File: src/rtl/pipelined_mux_n_to_1.sv
// N:1 word mux with registered output, valid/ready on every channel, explicit or round-robin select.
// Define PIPELINED_MUX_PARITY_EN to add the registered out_parity output.
module pipelined_mux_n_to_1 #(
  parameter int WIDTH = 32,
  parameter int N     = 4,
  parameter int SEL_W = $clog2(N)
) (
  input  logic               clk,
  input  logic               rst_n,
  input  logic [N*WIDTH-1:0] in,
  input  logic [N-1:0]       in_valid,
  output logic [N-1:0]       in_ready,
  input  logic [SEL_W-1:0]   sel,
  input  logic               mode,
  output logic [WIDTH-1:0]   out,
  output logic               out_valid,
  input  logic               out_ready,
  output logic               sel_err
`ifdef PIPELINED_MUX_PARITY_EN
  ,
  output logic               out_parity
`endif
);

  logic             load;
  logic             sel_ok;
  logic             found;
  logic             transfer;
  logic             hi_found;
  logic             lo_found;
  logic [SEL_W-1:0] hi_grant;
  logic [SEL_W-1:0] lo_grant;
  logic [SEL_W-1:0] grant;
  logic [SEL_W-1:0] ptr;
  logic [SEL_W-1:0] ptr_next;
  logic [WIDTH-1:0] grant_data;

  always_comb begin
    load     = ~out_valid | out_ready;
    sel_ok   = (int'(sel) < N);
    hi_found = 1'b0;
    lo_found = 1'b0;
    hi_grant = '0;
    lo_grant = '0;
    // Descending scan: the last hit is the lowest index, so hi_* is the first valid at/after
    // ptr and lo_* is the first valid overall, which is the wrap-around fallback.
    for (int i = N - 1; i >= 0; i--) begin
      if (in_valid[i] && (SEL_W'(i) >= ptr)) begin
        hi_found = 1'b1;
        hi_grant = SEL_W'(i);
      end
      if (in_valid[i]) begin
        lo_found = 1'b1;
        lo_grant = SEL_W'(i);
      end
    end
    if (!mode) begin
      found = sel_ok;
      grant = sel;
    end else begin
      found = hi_found | lo_found;
      grant = hi_found ? hi_grant : lo_grant;
    end
    in_ready   = '0;
    grant_data = '0;
    for (int i = 0; i < N; i++) begin
      if (found && (grant == SEL_W'(i))) begin
        in_ready[i] = load;
        grant_data  = in[i*WIDTH +: WIDTH];
      end
    end
    transfer = |(in_ready & in_valid);
    ptr_next = (grant == SEL_W'(N - 1)) ? '0 : grant + SEL_W'(1);
  end

  always_ff @(posedge clk or negedge rst_n) begin
    if (!rst_n) begin
      out       <= '0;
      out_valid <= 1'b0;
      sel_err   <= 1'b0;
      ptr       <= '0;
`ifdef PIPELINED_MUX_PARITY_EN
      out_parity <= 1'b0;
`endif
    end else begin
      sel_err <= ~mode & ~sel_ok;
      if (load) begin
        out_valid <= transfer;
        if (transfer) begin
          out <= grant_data;
`ifdef PIPELINED_MUX_PARITY_EN
          out_parity <= ^grant_data;
`endif
        end
      end
      if (transfer && mode) begin
        ptr <= ptr_next;
      end
    end
  end

endmodule

File: config.mk
export PLATFORM = sky130hd
export DESIGN_NAME = pipelined_mux_n_to_1
export DESIGN_NICKNAME = d
export VERILOG_FILES = /design/src/rtl/pipelined_mux_n_to_1.sv
export SDC_FILE = /design/constraint.sdc
export NUM_CORES = 1
export LEC_CHECK = 0
export CELL_PAD_IN_SITES_DETAIL_PLACEMENT = 0
export CELL_PAD_IN_SITES_GLOBAL_PLACEMENT = 1
export CORE_MARGIN = 2
export CORE_UTILIZATION = 24
export DETAILED_ROUTE_END_ITERATION = 8
export PLACE_DENSITY_LB_ADDON = 0.1
export SETUP_SLACK_MARGIN = 0.15
export SLEW_MARGIN = 20
export SYNTH_ARGS = -nofsm -noshare
export SYNTH_HDL_FRONTEND = slang
export SYNTH_SLANG_ARGS = --single-unit
File: constraint.sdc
create_clock -name clk -period 3.5 [get_ports clk]
set_input_delay 0.875 -clock clk [delete_from_list [all_inputs] [get_ports clk]]
set_output_delay 0.875 -clock clk [all_outputs]
set_load 0.03 [all_outputs]
==> impl_metrics.yaml, run 1 <==
placement:
  post-place-cells: 571
  gp_congestion: 0.752
  place_ws_ps: -480
  hpwl_mm: 6.81
  io_buffers: 174
clock_network:
  cts_buffer_depth: 2
  cts_tree: "done"
  hold_buffers: 0
  cts_buffers: 5
  insertion_delay_ps: 290
  clock-root-buffer: "clkbuf_8"
  cts.sinks: 35
  h-tree-depth: 2
  clk_pin_slew_worst_paths_ps: 70
die:
  chipWidth_um: 104
  num_io_pins: 176
  die_h_um: 104
  start_util_pct: 24.8
  num_rows: 36
  die_area_sq_um: 10900
  core-area_sq_um: 9770
yosys:
  syn_area_per_cell_sq_um: 9.18
  synth_most_common_cell: "a21oi_1"
  synth_top_area_cell: "dfrtp_1"
  ys_ff_latch: 35
  synth_area_sq_um: 2420
  synth.area.top_cells: "dfrtp_1, a221o_1, a32oi_1"
  synth_cells: 264
  synth.top_cell.area_share_pct: 36.1
  synth_common_cells: "a21oi_1, dfrtp_1, nor2_1"
  ys_async_sr_fraction_pct: 100
  ys.warnings.count: 0
  synthFlopType: "dfrtp_1"
  synth_cell_type_count: 31
  syn_nets: 406
  yosysSeqAreaShare_pct: 36.1
  synth_edf_count: 0
sta:
  worst_pin_slew_ps: 1000
  finalMaxSlewViolations: 0
  slew_headroom_pct: 32.9
  hold_viol: 0
  period_share_pct: 93.8
  setup_viol: 0
  fmax_ghz: 0.305
  skew_ps: 7.93
  rsz0062_at_grt: "false"
  period_needed_ps: 3280
  setup_ws_ps: 216
detailed_routing:
  wirelength_mm: 9.44
  wire_per_inst_um: 16.3
  drtIter0Drc: 101
  via_per_inst: 4.87
  drc: 0
  via_count: 2826
  drtAntennaViolNets: 0
  first_pass_iters: 4
global_route:
  grt_pass1_wl_mm: 15.2
  grt_util_met3_pct: 5.14
  grt_max_degree: 41
  busiest_layer: "met2"
  grt_pass1_vias: 2958
  antenna_found_initial: 0
  grt_usage_pct: 17.1
  grt_use_met1_pct: 21.3
  grt_remaining_overflow: 0
  met2_usage_pct: 29.1
final_layout:
  antenna_cells: 0
  final_core_util_pct: 47.1
  nFillCells: 984
  layoutNonFillerInstCount: 580
  drive_above_1_share_pct: 14.5
  area_growth_pct: 90.1
  nets: 588
setup_path:
  r2r_start: "ptr[0]"
  crit_family: "compound AO/OA/AOI/OAI gates"
  timing.rr.end: "out[13]"
  reg2reg_depth: 10
  crit_end: "in_ready[3]"
  crit_buf_inv: 3
  cp.arrival_ps: 2410
  path_class: "input pin to output port"
  worstSetupStartpointType: "input pin"
  crit_start: "in_valid[2]"
  cp_cell_sequence: "dlygate4sd2_1 -> a2111oi_4 -> buf_4 -> a21o_1 -> ha_2 -> a21boi_4 -> and2_4 -> buf_6"
  slowest_delay_ps: 340
  critPathSlowestCell: "a2111oi_4"
  r2r_slack_ps: 610
  cp.depth: 8
  worst-path-max-fanout: 3
  cp-end-kind: "output port"
  worst_ep_required_time_ps: 2620
power_and_ir_drop:
  cellInternalPower_w: 0.00168
  clkPwrFrac_pct: 11.0
  peakVddDrop_mv: 0.232
  power_frac_seq_pct: 24.6
  leakage_nw: 1.75
  pwr-share-comb_pct: 64.4
  switching_share_pct: 43.3
  power_density_nw_per_um2: 644
  p_switching_w: 0.00128
run_status:
  status: "finished, final reports clean"
min_path:
  hold_start: "out[2]"
  hold_class: "flip-flop to flip-flop"
job:
  cap_violations: 0
layout by cell type (no fill, tap or decap), drive strengths merged, types with 2 or more instances in the layout:
cell / count
a21oi: 39
dlygate4sd2: 2
a21o: 2
buf: 35
nand2b: 32
or2b: 2
nand2: 4
nor2: 34
a221o: 31
a22oi: 2
ha: 4
nor3b: 2
a32oi: 32
and3: 3
dfrtp: 35
clkdlybuf4s50: 164
clkbuf: 9
a21boi: 2
final cells by class:
type,count,area [sq um],area share [%]
timing repair buffer,203,1990,43.2
multi-input combinational,200,1470,31.9
sequential,35,876,19.0
tap,133,166,3.61
clock buffer,8,100,2.17
inverter,1,3.75,0.0815
sequential cells by signal (all words and copies together), names as in the netlist:
register   cells
out           32
out_valid      1
ptr            2
worst min-delay path, delay by kind of cell (launching register included):
family | cells | cell delay (ps)
AND/OR/NAND/NOR | 1 | 50
AO/OA/AOI/OAI | 1 | 100
flip-flops | 1 | 340
routing by layer:
layer  wire length, um  up-vias
li1                  -     1385
met1              4220     1331
met2              4470      104
met3               677        6
met4                75        0
met5                 0        -
worst min-delay path by stage:
stage / to / slack, ps / cells past startpoint
after global routing: out[2] / 560 / 2
after CTS: out[8] / 530 / 2
after floorplan: ptr[0] / 550 / 2
after detailed placement: out[2] / 520 / 2
after global placement: out[31] / 510 / 2
final: out[2] / 530 / 2
repair_timing:
item / in CTS / in global routing
buffers inserted: 1 / 0
pin swaps: 5 / 5
endpoints found under the setup margin: 36 / 12
gates resized for setup: 24 / 12
hold endpoints to repair: 0 / 0
logic make-up (layout without fill, tap and decap cells):
| logic type | Yosys count | in the layout | synth area share (%) |
|---|---|---|---|
| compound gates | 111 | 111 | 35.9 |
| fa+ha+maj | 4 | 4 | 2.07 |
| buf+inv | 29 | 212 | 6.81 |
| flops | 35 | 35 | 36.1 |
| mux | 2 | 2 | 0.878 |
| other cells | 1 | 1 | 0.155 |
| simple gates | 82 | 82 | 18.1 |
metrics by stage:
stage                     TNS, ps  power (W)  hold slack, ps  instance area (sq um)
after detailed placement    -8290    0.00263             516                   4440
after floorplan                 0    0.00179             546                   2420
after global routing            0    0.00318             556                   4610
after CTS                       0    0.00300             532                   4590
after global placement      -7390    0.00262             506                   4440
final                           0    0.00297             526                   4610
power by group through the flow:
stage               clock [W]  sequential [W]  combinational, W
floorplan                   0         0.00111          0.000679
global placement            0        0.000722           0.00189
detailed placement          0        0.000731           0.00190
CTS                  0.000343        0.000729           0.00193
global route         0.000360        0.000761           0.00206
finish               0.000327        0.000731           0.00191
No activity file was read; power rests on OpenSTA's default activity.
==> run 2: changes to the inputs <==
- CAP_MARGIN: not set -> 30
==> impl_metrics.yaml, run 2 (synthesis results as in run 1) <==
clock_network:
  cts_buffers: 5
  cts_tree: "done"
  cts_buffer_depth: 2
  clk_pin_slew_worst_paths_ps: 70
  clock-root-buffer: "clkbuf_8"
  cts.sinks: 35
  insertion_delay_ps: 280
  h-tree-depth: 2
min_path:
  hold_class: "input pin to asynchronous set/reset pin"
detailed_routing:
  drc: 0
  wire_per_inst_um: 16.5
  wirelength_mm: 9.59
  via_per_inst: 4.86
  drtAntennaViolNets: 0
  drtIter0Drc: 118
  first_pass_iters: 4
  via_count: 2836
setup_path:
  crit_family: "compound AO/OA/AOI/OAI gates"
  path_class: "input pin to output port"
  crit_buf_inv: 3
  cp-end-kind: "output port"
  slowest_delay_ps: 350
  cp_cell_sequence: "dlygate4sd2_1 -> a2111oi_4 -> buf_4 -> a21o_1 -> ha_2 -> a21boi_4 -> and2_4 -> buf_6"
  critPathSlowestCell: "a2111oi_4"
  cp.arrival_ps: 2420
  worstSetupStartpointType: "input pin"
  worst_ep_required_time_ps: 2620
  worst-path-max-fanout: 3
global_route:
  antenna_found_initial: 0
  grt_remaining_overflow: 0
  grt_pass1_vias: 2983
  grt_usage_pct: 17.4
  grt_max_degree: 41
  grt_pass1_wl_mm: 15.4
sta:
  finalMaxSlewViolations: 0
  fmax_ghz: 0.304
  rsz0062_at_grt: "true"
  hold_viol: 0
  skew_ps: 4.49
  setup_ws_ps: 209
  setup_viol: 0
  whs_ps: 440
  period_share_pct: 94.0
  period_needed_ps: 3290
die:
  die_area_sq_um: 10900
  core-area_sq_um: 9770
  num_io_pins: 176
  chipWidth_um: 104
  start_util_pct: 24.8
  die_h_um: 104
  num_rows: 36
final_layout:
  regMostFlops: "out"
  layoutNonFillerInstCount: 583
  reg_top3: "out (32), ptr (2), out_valid (1)"
  nets: 591
  drive_above_1_share_pct: 14.4
  nFillCells: 956
  area_growth_pct: 92.5
  antenna_cells: 0
  final_core_util_pct: 47.7
  final_common_cell: "clkdlybuf4s50_1"
  largest_reg_flops: 32
  layout_common_cells: "clkdlybuf4s50_1, a21oi_1, dfrtp_1"
power_and_ir_drop:
  p_switching_w: 0.00130
  pwr-share-comb_pct: 65.5
  peakVddDrop_mv: 0.281
  power_w: 0.00297
  cellInternalPower_w: 0.00167
  clkPwrFrac_pct: 9.5
  switching_share_pct: 43.8
  leakage_nw: 1.78
  power_density_nw_per_um2: 636
  power_frac_seq_pct: 24.9
placement:
  hpwl_mm: 6.92
  gp_congestion: 0.752
  post-place-cells: 572
  io_buffers: 174
  place_ws_ps: -489
run_status:
  status: "finished, final reports clean"
job:
  cap_violations: 0
==> run 2: cell type report <==
| class | instances | area [sq um] | share of cell area, % |
|---|---|---|---|
| Clock buffer | 7 | 76.3 | 1.64 |
| Clock inverter | 1 | 5.00 | 0.107 |
| Inverter | 1 | 3.75 | 0.0805 |
| Multi-Input combinational cell | 200 | 1480 | 31.7 |
| Sequential cell | 35 | 876 | 18.8 |
| Tap cell | 133 | 166 | 3.57 |
| Timing Repair Buffer | 206 | 2060 | 44.1 |
==> run 2: repair_timing <==
action | CTS | global route
pin swaps | 5 | 5
setup endpoints to repair | 4 | 4
setup buffers | 2 | 0
hold buffers | 0 | 0
resized for setup | 27 | 10
==> run 2: routing by layer <==
metal	up-vias	track usage, %	wire length [um]
li1	1390	-	-
met1	1334	21.6	4270
met2	108	29.7	4590
met3	4	4.70	666
met4	0	4.15	69
met5	-	0	0
==> run 2: power by group through the flow <==
stage	clock (W)	combinational, W	sequential [W]
2_1_floorplan	0	0.000679	0.00111
3_3_place_gp	0	0.00189	0.000722
3_5_place_dp	0	0.00191	0.000733
4_1_cts	0.000302	0.00194	0.000734
5_1_grt	0.000320	0.00209	0.000768
6_report	0.000283	0.00195	0.000740
==> run 2: worst paths after layout <==
path	depth (start not counted)	to	from	slack, ps
setup / recovery	8	in_ready[3]	in_valid[2]	210
hold / removal	1	out[17]	rst_n	440
setup reg to reg	11	out[13]	ptr[1]	640
hold reg to reg	2	out[3]	out[3]	530
max in group asynchronous	2	out[5]	rst_n	2640
min in group clk	2	out[3]	out[3]	530
==> run 2: worst register-to-register path: cells and delay by family, from the launching register on <==
family / cells / cell delay [ps]
buffers and inverters: 4 / 670
multiplexers: 1 / 320
AO/OA/AOI/OAI: 5 / 1000
adder cells (fa/ha/maj): 1 / 220
flip-flops: 1 / 550
==> run 2: through the flow <==
| step | instance area, sq um | TNS [ps] |
|---|---|---|
| after detailed placement | 4470 | -3710 |
| final | 4660 | 0 |
| after floorplan | 2420 | 0 |
| after CTS | 4610 | 0 |
| after global routing | 4660 | 0 |
| after global placement | 4440 | -7390 |
==> run 3: changes to the inputs <==
- ABC_AREA: not set -> 1
- CORE_UTILIZATION: 24 -> 27
- clock period: 3.5 -> 3.8 ns (I/O delays scaled with it)
==> impl_metrics.yaml, run 3 <==
placement:
  hpwl_mm: 7.91
  io_buffers: 174
  place_ws_ps: 101
  gp_congestion: 0.811
  post-place-cells: 809
  placed_area_sq_um: 4890
detailed_routing:
  via_per_inst: 4.61
  drtIter0Drc: 248
  wirelength_mm: 11.6
  wire_per_inst_um: 14.2
  drtAntennaViolNets: 0
  via_count: 3775
  drc: 0
  first_pass_iters: 4
yosys:
  synthFlopType: "dfrtp_1"
  ys.warnings.count: 0
  synth.top_cell.area_share_pct: 28.3
  synth_area_sq_um: 3100
  synth_most_common_cell: "nand2_1"
  synth_edf_count: 0
  yosysSeqAreaShare_pct: 28.3
  synth_cell_type_count: 25
  syn_area_per_cell_sq_um: 5.95
  ys_async_sr_fraction_pct: 100
  synth_top_area_cell: "dfrtp_1"
  synth_cells: 520
  synth.area.top_cells: "dfrtp_1, nand2_1, nand3_1"
  ys_ff_latch: 35
  syn_nets: 662
  synth_common_cells: "nand2_1, nand3_1, nor2_1"
final_layout:
  layoutNonFillerInstCount: 818
  layout_common_cells: "nand2_1, clkdlybuf4s50_1, nand3_1"
  nets: 816
  area_growth_pct: 64.1
  final_common_cell: "nand2_1"
  regArea_sq_um: 876
  multi_input_area_sq_um: 1860
  antenna_cells: 0
  reg_top3: "out (32), ptr (2), out_valid (1)"
  regMostFlops: "out"
  nFillCells: 1215
  drive_above_1_share_pct: 7.85
  fin_area_sq_um: 5080
  largest_reg_flops: 32
sta:
  hold_viol: 0
  setup_tns_ps: 0
  setup_viol: 0
  period_share_pct: 88.2
  setup_ws_ps: 449
  slew_headroom_pct: 59.3
  worst_pin_slew_ps: 611
  period_needed_ps: 3350
  fmax_ghz: 0.298
  finalMaxSlewViolations: 0
  rsz0062_at_grt: "false"
  skew_ps: 5.25
die:
  num_rows: 39
  num_io_pins: 176
  die_h_um: 111
  die_area_sq_um: 12300
  chipWidth_um: 111
  core-area_sq_um: 11300
  start_util_pct: 27.3
job:
  cap_violations: 0
global_route:
  met2_usage_pct: 30.3
  grt_pass1_wl_mm: 18.5
  antenna_found_initial: 0
  grt_pass1_vias: 3548
  grt_max_degree: 66
  grt_util_met3_pct: 4.05
  grt_usage_pct: 18.5
  grt_remaining_overflow: 0
  grt_use_met1_pct: 24.8
  busiest_layer: "met2"
power_and_ir_drop:
  power_density_nw_per_um2: 529
  power_w: 0.00269
  peakVddDrop_mv: 0.227
  leakage_nw: 2.54
clock_network:
  clock-root-buffer: "clkbuf_16"
  cts.sinks: 35
  cts_buffers: 5
  postCtsSetupBuffers: 0
  cts_tree: "done"
  clk_pin_slew_worst_paths_ps: 60
  cts_buffer_depth: 2
  h-tree-depth: 2
  insertion_delay_ps: 290
setup_path:
  worst_ep_required_time_ps: 2850
  timing.rr.end: "out[25]"
  r2r_start: "ptr[1]"
  reg2reg_depth: 15
  worst-path-max-fanout: 4
  r2r_slack_ps: 1200
  path_class: "input pin to output port"
  cp-end-kind: "output port"
  worstSetupStartpointType: "input pin"
  cp.arrival_ps: 2400
run_status:
  status: "finished, final reports clean"
min_path:
  hold_class: "flip-flop to flip-flop"
  min_to: "out[20]"
  min_path_cells: 2
  hold_start: "out[20]"
[run 3: changes by cell type in the layout (fill, tap and decap cells not counted), moves of 31 or more]
cell | before | now
nand3_1 | 1 | 130
a32oi_1 | 32 | 0
a21oi_1 | 37 | 1
nand2_1 | 4 | 176
a221o_1 | 31 | 0
nand2b_1 | 31 | 0
inv_1 | 0 | 40
[run 3: kinds of logic after synthesis]
| logic type | share of synthesized area [%] |
|---|---|
| adders and majority gates | 1.62 |
| other | 0.121 |
| AOI/OAI and AO/OA | 0.970 |
| buffers and inverters | 12.3 |
| and+or+nand+nor | 56.7 |
| DFF | 28.3 |
[run 3: area by class of cell]
cell class / count / area share [%]
Clock buffer: 5 / 2.46
Clock inverter: 3 / 0.296
Inverter: 44 / 3.25
Multi-Input combinational cell: 403 / 36.7
Sequential cell: 35 / 17.2
Tap cell: 143 / 3.52
Timing Repair Buffer: 185 / 36.5
[run 3: worst max path at each step]
stage / from / end / cells after the start
CTS: in_valid[0] / in_ready[0] / 12
detailed placement: in_valid[1] / ptr[1] / 14
floorplan: in_valid[2] / in_ready[1] / 10
global route: in_valid[1] / in_ready[0] / 12
global placement: in_valid[1] / in_ready[0] / 12
finish: in_valid[1] / in_ready[1] / 11
[run 3: timing repair]
action,4_1_cts,5_1_grt
gates cloned,0,0
hold endpoints to repair,0,0
setup endpoints to repair,4,5
gates resized for setup,2,9
hold buffers,0,0
[run 3: per-stage QoR]
| stage | hold slack, ps | utilization, % |
|---|---|---|
| 4_1_cts | 482 | 44.5 |
| 3_3_place_gp | 462 | 43.2 |
| 3_5_place_dp | 465 | 43.2 |
| 5_1_grt | 502 | 44.9 |
| 6_report | 477 | 44.9 |
| 2_1_floorplan | 464 | - |
[run 3: critical path, stage by stage]
cell           delay, ps
dlygate4sd2_1        280
inv_1                 90
a21oi_2              190
nor2_1                60
o21ai_0               70
nand2_1              100
nand2_2               90
ha_2                 220
nand2_1               70
nor2_1               100
buf_4                170
[run 3: per-layer routing]
metal | vias up | routed length, um
met5 | - | 0
met4 | 0 | 134
met3 | 10 | 765
met2 | 129 | 5340
met1 | 1695 | 5350
li1 | 1941 | -
[run 3: report_power, final]
group          internal (W)  switching, W
logic              0.000675      0.000966
clock network      0.000240      0.000178
registers          0.000535     0.0000953
